**config.mk**
```make
export PLATFORM = sky130hd
export DESIGN_NAME = sync_fifo_param
export DESIGN_NICKNAME = d
export VERILOG_FILES = /design/src/rtl/sync_fifo_param.sv
export SDC_FILE = /design/constraint.sdc
export NUM_CORES = 2
export LEC_CHECK = 0
export ABC_AREA = 1
export CORE_AREA = 8 8 429 431
export DETAILED_ROUTE_END_ITERATION = 7
export DIE_AREA = 0 0 437 439
export PLACE_DENSITY = 0.64
export SYNTH_ARGS = -nofsm -noshare
export SYNTH_HDL_FRONTEND = slang
export SYNTH_SLANG_ARGS = --single-unit
```
**constraint.sdc**
```tcl
create_clock -name sys_clk -period 6.3 [get_ports sys_clk]
set_clock_uncertainty 0.2 [all_clocks]
set_input_delay 1.26 -clock sys_clk [delete_from_list [all_inputs] [get_ports sys_clk]]
set_output_delay 1.26 -clock sys_clk [all_outputs]
set_load 0.03 [all_outputs]
```
**src/rtl/sync_fifo_param.sv**
```systemverilog
// rtl/sync_fifo_param.sv - parametrised single-clock FIFO with standard or first-word-fall-through read
//
// Ports:
//   sys_clk, sys_rst   rising-edge clock, asynchronous active-high reset
//   clr                synchronous flush (pointers, count, error pulses, read data)
//   wr_en, wr_data     write request and data
//   rd_en              read request (pop of the displayed word in FWFT mode)
//   rd_data, rd_valid  read data and its qualifier
//   full, empty        count == DEPTH / count == 0
//   almost_full        count >= AFULL_TH
//   almost_empty       count <= AEMPTY_TH
//   count              stored words, 0..DEPTH
//   overflow           one-cycle pulse after a rejected write
//   underflow          one-cycle pulse after a rejected read
module sync_fifo_param #(
    parameter int DATA_W    = 8,
    parameter int ADDR_W    = 8,
    parameter int FWFT      = 0,
    parameter int AFULL_TH  = (2 ** ADDR_W) - 4,
    parameter int AEMPTY_TH = 4
) (
    input  logic              sys_clk,
    input  logic              sys_rst,
    input  logic              clr,
    input  logic              wr_en,
    input  logic [DATA_W-1:0] wr_data,
    input  logic              rd_en,
    output logic [DATA_W-1:0] rd_data,
    output logic              rd_valid,
    output logic              full,
    output logic              empty,
    output logic              almost_full,
    output logic              almost_empty,
    output logic [ADDR_W:0]   count,
    output logic              overflow,
    output logic              underflow
);

    localparam int              DEPTH    = 2 ** ADDR_W;
    localparam logic [ADDR_W:0] DEPTH_C  = (ADDR_W + 1)'(DEPTH);
    localparam logic [ADDR_W:0] AFULL_C  = (ADDR_W + 1)'(AFULL_TH);
    localparam logic [ADDR_W:0] AEMPTY_C = (ADDR_W + 1)'(AEMPTY_TH);

    logic [DATA_W-1:0] mem [DEPTH];
    logic [ADDR_W-1:0] wr_ptr;
    logic [ADDR_W-1:0] rd_ptr;
    logic [ADDR_W:0]   count_q;
    logic              overflow_q;
    logic              underflow_q;
    logic              wr_accept;
    logic              rd_accept;

    // Flags decode the registered count, so they settle on the same edge as count.
    assign full         = (count_q == DEPTH_C);
    assign empty        = (count_q == '0);
    assign almost_full  = (count_q >= AFULL_C);
    assign almost_empty = (count_q <= AEMPTY_C);
    assign count        = count_q;
    assign overflow     = overflow_q;
    assign underflow    = underflow_q;

    // Acceptance uses the pre-edge flags: at full a read still frees a slot
    // only for the next cycle, so a simultaneous write is rejected.
    assign wr_accept = wr_en && !full && !clr;
    assign rd_accept = rd_en && !empty && !clr;

    always_ff @(posedge sys_clk or posedge sys_rst) begin
        if (sys_rst) begin
            wr_ptr      <= '0;
            rd_ptr      <= '0;
            count_q     <= '0;
            overflow_q  <= 1'b0;
            underflow_q <= 1'b0;
        end else if (clr) begin
            wr_ptr      <= '0;
            rd_ptr      <= '0;
            count_q     <= '0;
            overflow_q  <= 1'b0;
            underflow_q <= 1'b0;
        end else begin
            if (wr_accept) begin
                wr_ptr <= wr_ptr + ADDR_W'(1);
            end
            if (rd_accept) begin
                rd_ptr <= rd_ptr + ADDR_W'(1);
            end
            case ({wr_accept, rd_accept})
                2'b10:   count_q <= count_q + (ADDR_W + 1)'(1);
                2'b01:   count_q <= count_q - (ADDR_W + 1)'(1);
                default: count_q <= count_q;
            endcase
            overflow_q  <= wr_en && full;
            underflow_q <= rd_en && empty;
        end
    end

    // Storage is intentionally not reset; zeroed pointers make old contents unreachable.
    always_ff @(posedge sys_clk) begin
        if (wr_accept) begin
            mem[wr_ptr] <= wr_data;
        end
    end

    generate
        if (FWFT != 0) begin : g_fwft
            // Head of queue is always on the output; rd_en just advances rd_ptr.
            assign rd_data  = mem[rd_ptr];
            assign rd_valid = !empty;
        end else begin : g_std
            logic [DATA_W-1:0] rd_data_q;
            logic              rd_valid_q;

            always_ff @(posedge sys_clk or posedge sys_rst) begin
                if (sys_rst) begin
                    rd_data_q  <= '0;
                    rd_valid_q <= 1'b0;
                end else if (clr) begin
                    rd_data_q  <= '0;
                    rd_valid_q <= 1'b0;
                end else begin
                    rd_valid_q <= rd_accept;
                    if (rd_accept) begin
                        rd_data_q <= mem[rd_ptr];
                    end
                end
            end

            assign rd_data  = rd_data_q;
            assign rd_valid = rd_valid_q;
        end
    endgenerate

endmodule

```
==> summary.txt <==
Synthesis
  – Synth cell count leaders: nand2_1, edfxtp_1, nor2_1, nand3_1, inv_1
  – Share of the synthesized area in the top cell type: 0.698
  – Cells after Synth: 8,113
  – Syn nets: 8,139
  – Synth cell types: 38
  – Cell taking the most area after synthesis: edfxtp_1
  – Top FF cell, synth: edfxtp_1
  – Syn Area/Cell: 10.9 sq um
  – Synth area leaders: edfxtp_1, nand2_1, nor2_1
  – Sequential area share after synthesis: 0.708
  – Asr flop ratio synth: 0.0173
  – Most common cell in the synthesized netlist: nand2_1
  – Post-Syn Area: 0.0881 sq mm
  – Ys Warns: 0
  – EDFF count, synth: 2,048
  – FF+latch count, synth: 2,084

Route
  – Routed via count: 58,778
  – DRC viols: 0
  – Routed wire per std cell: 23.2 microns
  – Via/cell ratio: 5.60
  – Antenna-violating nets left: 0
  – Routed WL: 244 mm
  – DRT iter0 DRCs: 6,839
  – First-pass DRT Iterations: 6

Pwr
  – Tot Pwr: 0.0361 W
  – Net Sw Power: 0.0119 W
  – Reg power frac: 0.429
  – Power share of the clock group: 0.324
  – Power density cells: 375 mW/mm^2
  – Sw frac: 0.330
  – Gate power share: 0.247
  – Peak VDD IR: 480 uV
  – P_leak: 35.9 nW
  – Internal: 0.0242 W

Final layout
  – Post-layout util: 0.544
  – Layout cells sized above 1: 0.0497
  – Multi-input logic area: 0.0208 sq mm
  – Area Overhead vs Synth: 9.39%
  – Nets@finish: 8,005
  – FF/Latch Area: 0.0624 sq mm
  – Fin cells: 10,502
  – # fillers: 15,013

STA
  – RSZ-0062 raised after global routing: false
  – Min cycle time layout: 4420 ps
  – Final period utilization: 0.701
  – WHS: 421 ps
  – F_max: 226 MHz
  – Final Hold Fails: 0
  – Slew headroom: 0.163
  – Setup TNS: 0 ps
  – Worst-margin pin slew: 1250 ps
  – Fin. max-slew vios: 0
  – Final Setup Violations: 0

Critical path
  – Crit Reg-Reg Startpoint: rd_ptr[1]
  – Critical Path Start: clr
  – Setup CP Type: input port to register
  – Crit path DAT: 4690 ps
  – Crit path launch type: input port
  – Crit-path max FO: 19
  – Worst EP required: 6570 ps
  – CP endpoint kind: register
  – Reg2Reg Depth: 13

Die
  – Die height: 439 microns
  – # IOs: 37
  – Placeable Area: 0.177 sq mm
  – Die extent in x: 437 microns
  – Die area: 0.192 sq mm
  – Row count: 155
  – Starting Density: 0.497

Placed design
  – Dpl hpwl: 141 mm
  – Placer congestion estimate: 0.910
  – Port Buffers: 36
  – Placed cell count: 10,132

Flow run
  – Max cap viols: 0

Clock tree
  – Post-cts sizing count: 0
  – Max H-tree Level: 4
  – Hold_buf cts: 0
  – Clock sinks: 2,084
  – Post-CTS Setup Inserts: 0
  – CTS clk-pin slew, worst paths: 60 ps
  – Clk Latency, worst-skew pair: 850 ps
  – Root buf cell: clkbuf_16
  – CTS tree: built
  – CTS Buf Count: 200
  – Clk buf depth: 3

Worst hold path
  – Startpoint of the worst hold path: count[5]
  – Hold depth: 2
  – Min-Delay Path Class: register to register

Global route
  – Largest net degree at the start of global routing: 220
  – Initial antenna violation count: 9
  – First-pass GRT wire length: 359 mm
  – Vias in the first global route: 56,863
  – Total track usage: 0.248
  – Total global routing overflow: 0

Status
  – Status: finished clean
kinds of logic (layout without fill, tap and decap cells):
family | Yosys count | in the layout | share of synthesized area
AOI/OAI and AO/OA | 774 | 774 | 0.0469
adders and majority gates | 13 | 13 | 0.00193
xor gates and xnor gates | 5 | 5 | 0.000497
DFF | 2084 | 2084 | 0.708
buffers and inverters | 1130 | 1160 | 0.0560
and+or+nand+nor | 4107 | 4107 | 0.186
other | 0 | 4 | 0
cell usage in the layout, fill, tap and decap left out, types with 8 or more instances in the layout:
| cell | n |
|---|---|
| edfxtp_1 | 2048 |
| nand2_1 | 2111 |
| or2_2 | 8 |
| inv_1 | 642 |
| buf_4 | 76 |
| clkdlybuf4s50_1 | 28 |
| clkbuf_1 | 45 |
| a21oi_1 | 116 |
| buf_8 | 8 |
| buf_12 | 22 |
| clkinv_2 | 37 |
| o211ai_1 | 94 |
| ha_1 | 12 |
| bufinv_16 | 17 |
| clkinv_1 | 57 |
| o21ai_1 | 78 |
| clkbuf_16 | 203 |
| o21ai_0 | 474 |
| dfrtp_1 | 33 |
| nand4_1 | 18 |
| nand3_1 | 715 |
| nor2_1 | 1235 |
flip-flops by register name (all words and copies together), names as in the netlist:
register and count:
rd_data 8, overflow 1, wr_ptr 8, count 9, rd_valid 1, underflow 1
rd_ptr 8, mem 2048
power by group through the flow:
stage	combinational (W)	sequential, W	clock (W)
2_1_floorplan	0.00614	0.0157	0
3_3_place_gp	0.00878	0.0158	0
3_5_place_dp	0.00882	0.0158	0
4_1_cts	0.00887	0.0155	0.0118
5_1_grt	0.00981	0.0155	0.0123
6_report	0.00894	0.0155	0.0117
final cells by class:
| cell class | instances | share of cell area |
|---|---|---|
| sequential | 2084 | 0.648 |
| clock inverter | 118 | 0.0110 |
| tap | 2355 | 0.0306 |
| clock buffer | 248 | 0.0545 |
| timing repair buffer | 134 | 0.0146 |
| multi-input combinational | 4899 | 0.216 |
| inverter | 660 | 0.0260 |
| antenna | 4 | 0.000104 |
critical path, stage by stage:
cell,delay (ps)
clkdlybuf4s50_1,520
inv_1,370
nand2_1,190
nor2_4,400
nand4_1,770
buf_4,570
nor2_1,560
path summary, 6_finish.rpt:
path	end	slack [ps]
max	mem[60][5]	1880
min	count[5]	420
max reg2reg	rd_data[6]	2360
min reg2reg	count[5]	420
max in group asynchronous	rd_ptr[2]	4410
min in group asynchronous	overflow	770
per-stage QoR:
| stage | setup slack (ps) | cell area, sq um |
|---|---|---|
| 2_1_floorplan | 3000 | 88100 |
| 3_3_place_gp | 1160 | 90100 |
| 3_5_place_dp | 1130 | 90100 |
| 4_1_cts | 2040 | 96400 |
| 5_1_grt | 1760 | 96400 |
| 6_report | 1880 | 96400 |
routing by layer:
metal / wire, microns / vias up / global-route usage
li1: - / 26964 / -
met1: 98100 / 28528 / 0.337
met2: 113000 / 2773 / 0.395
met3: 22200 / 507 / 0.0478
met4: 10200 / 6 / 0.0994
met5: 127 / - / 0.00403
(Power assumes the default switching activity.)
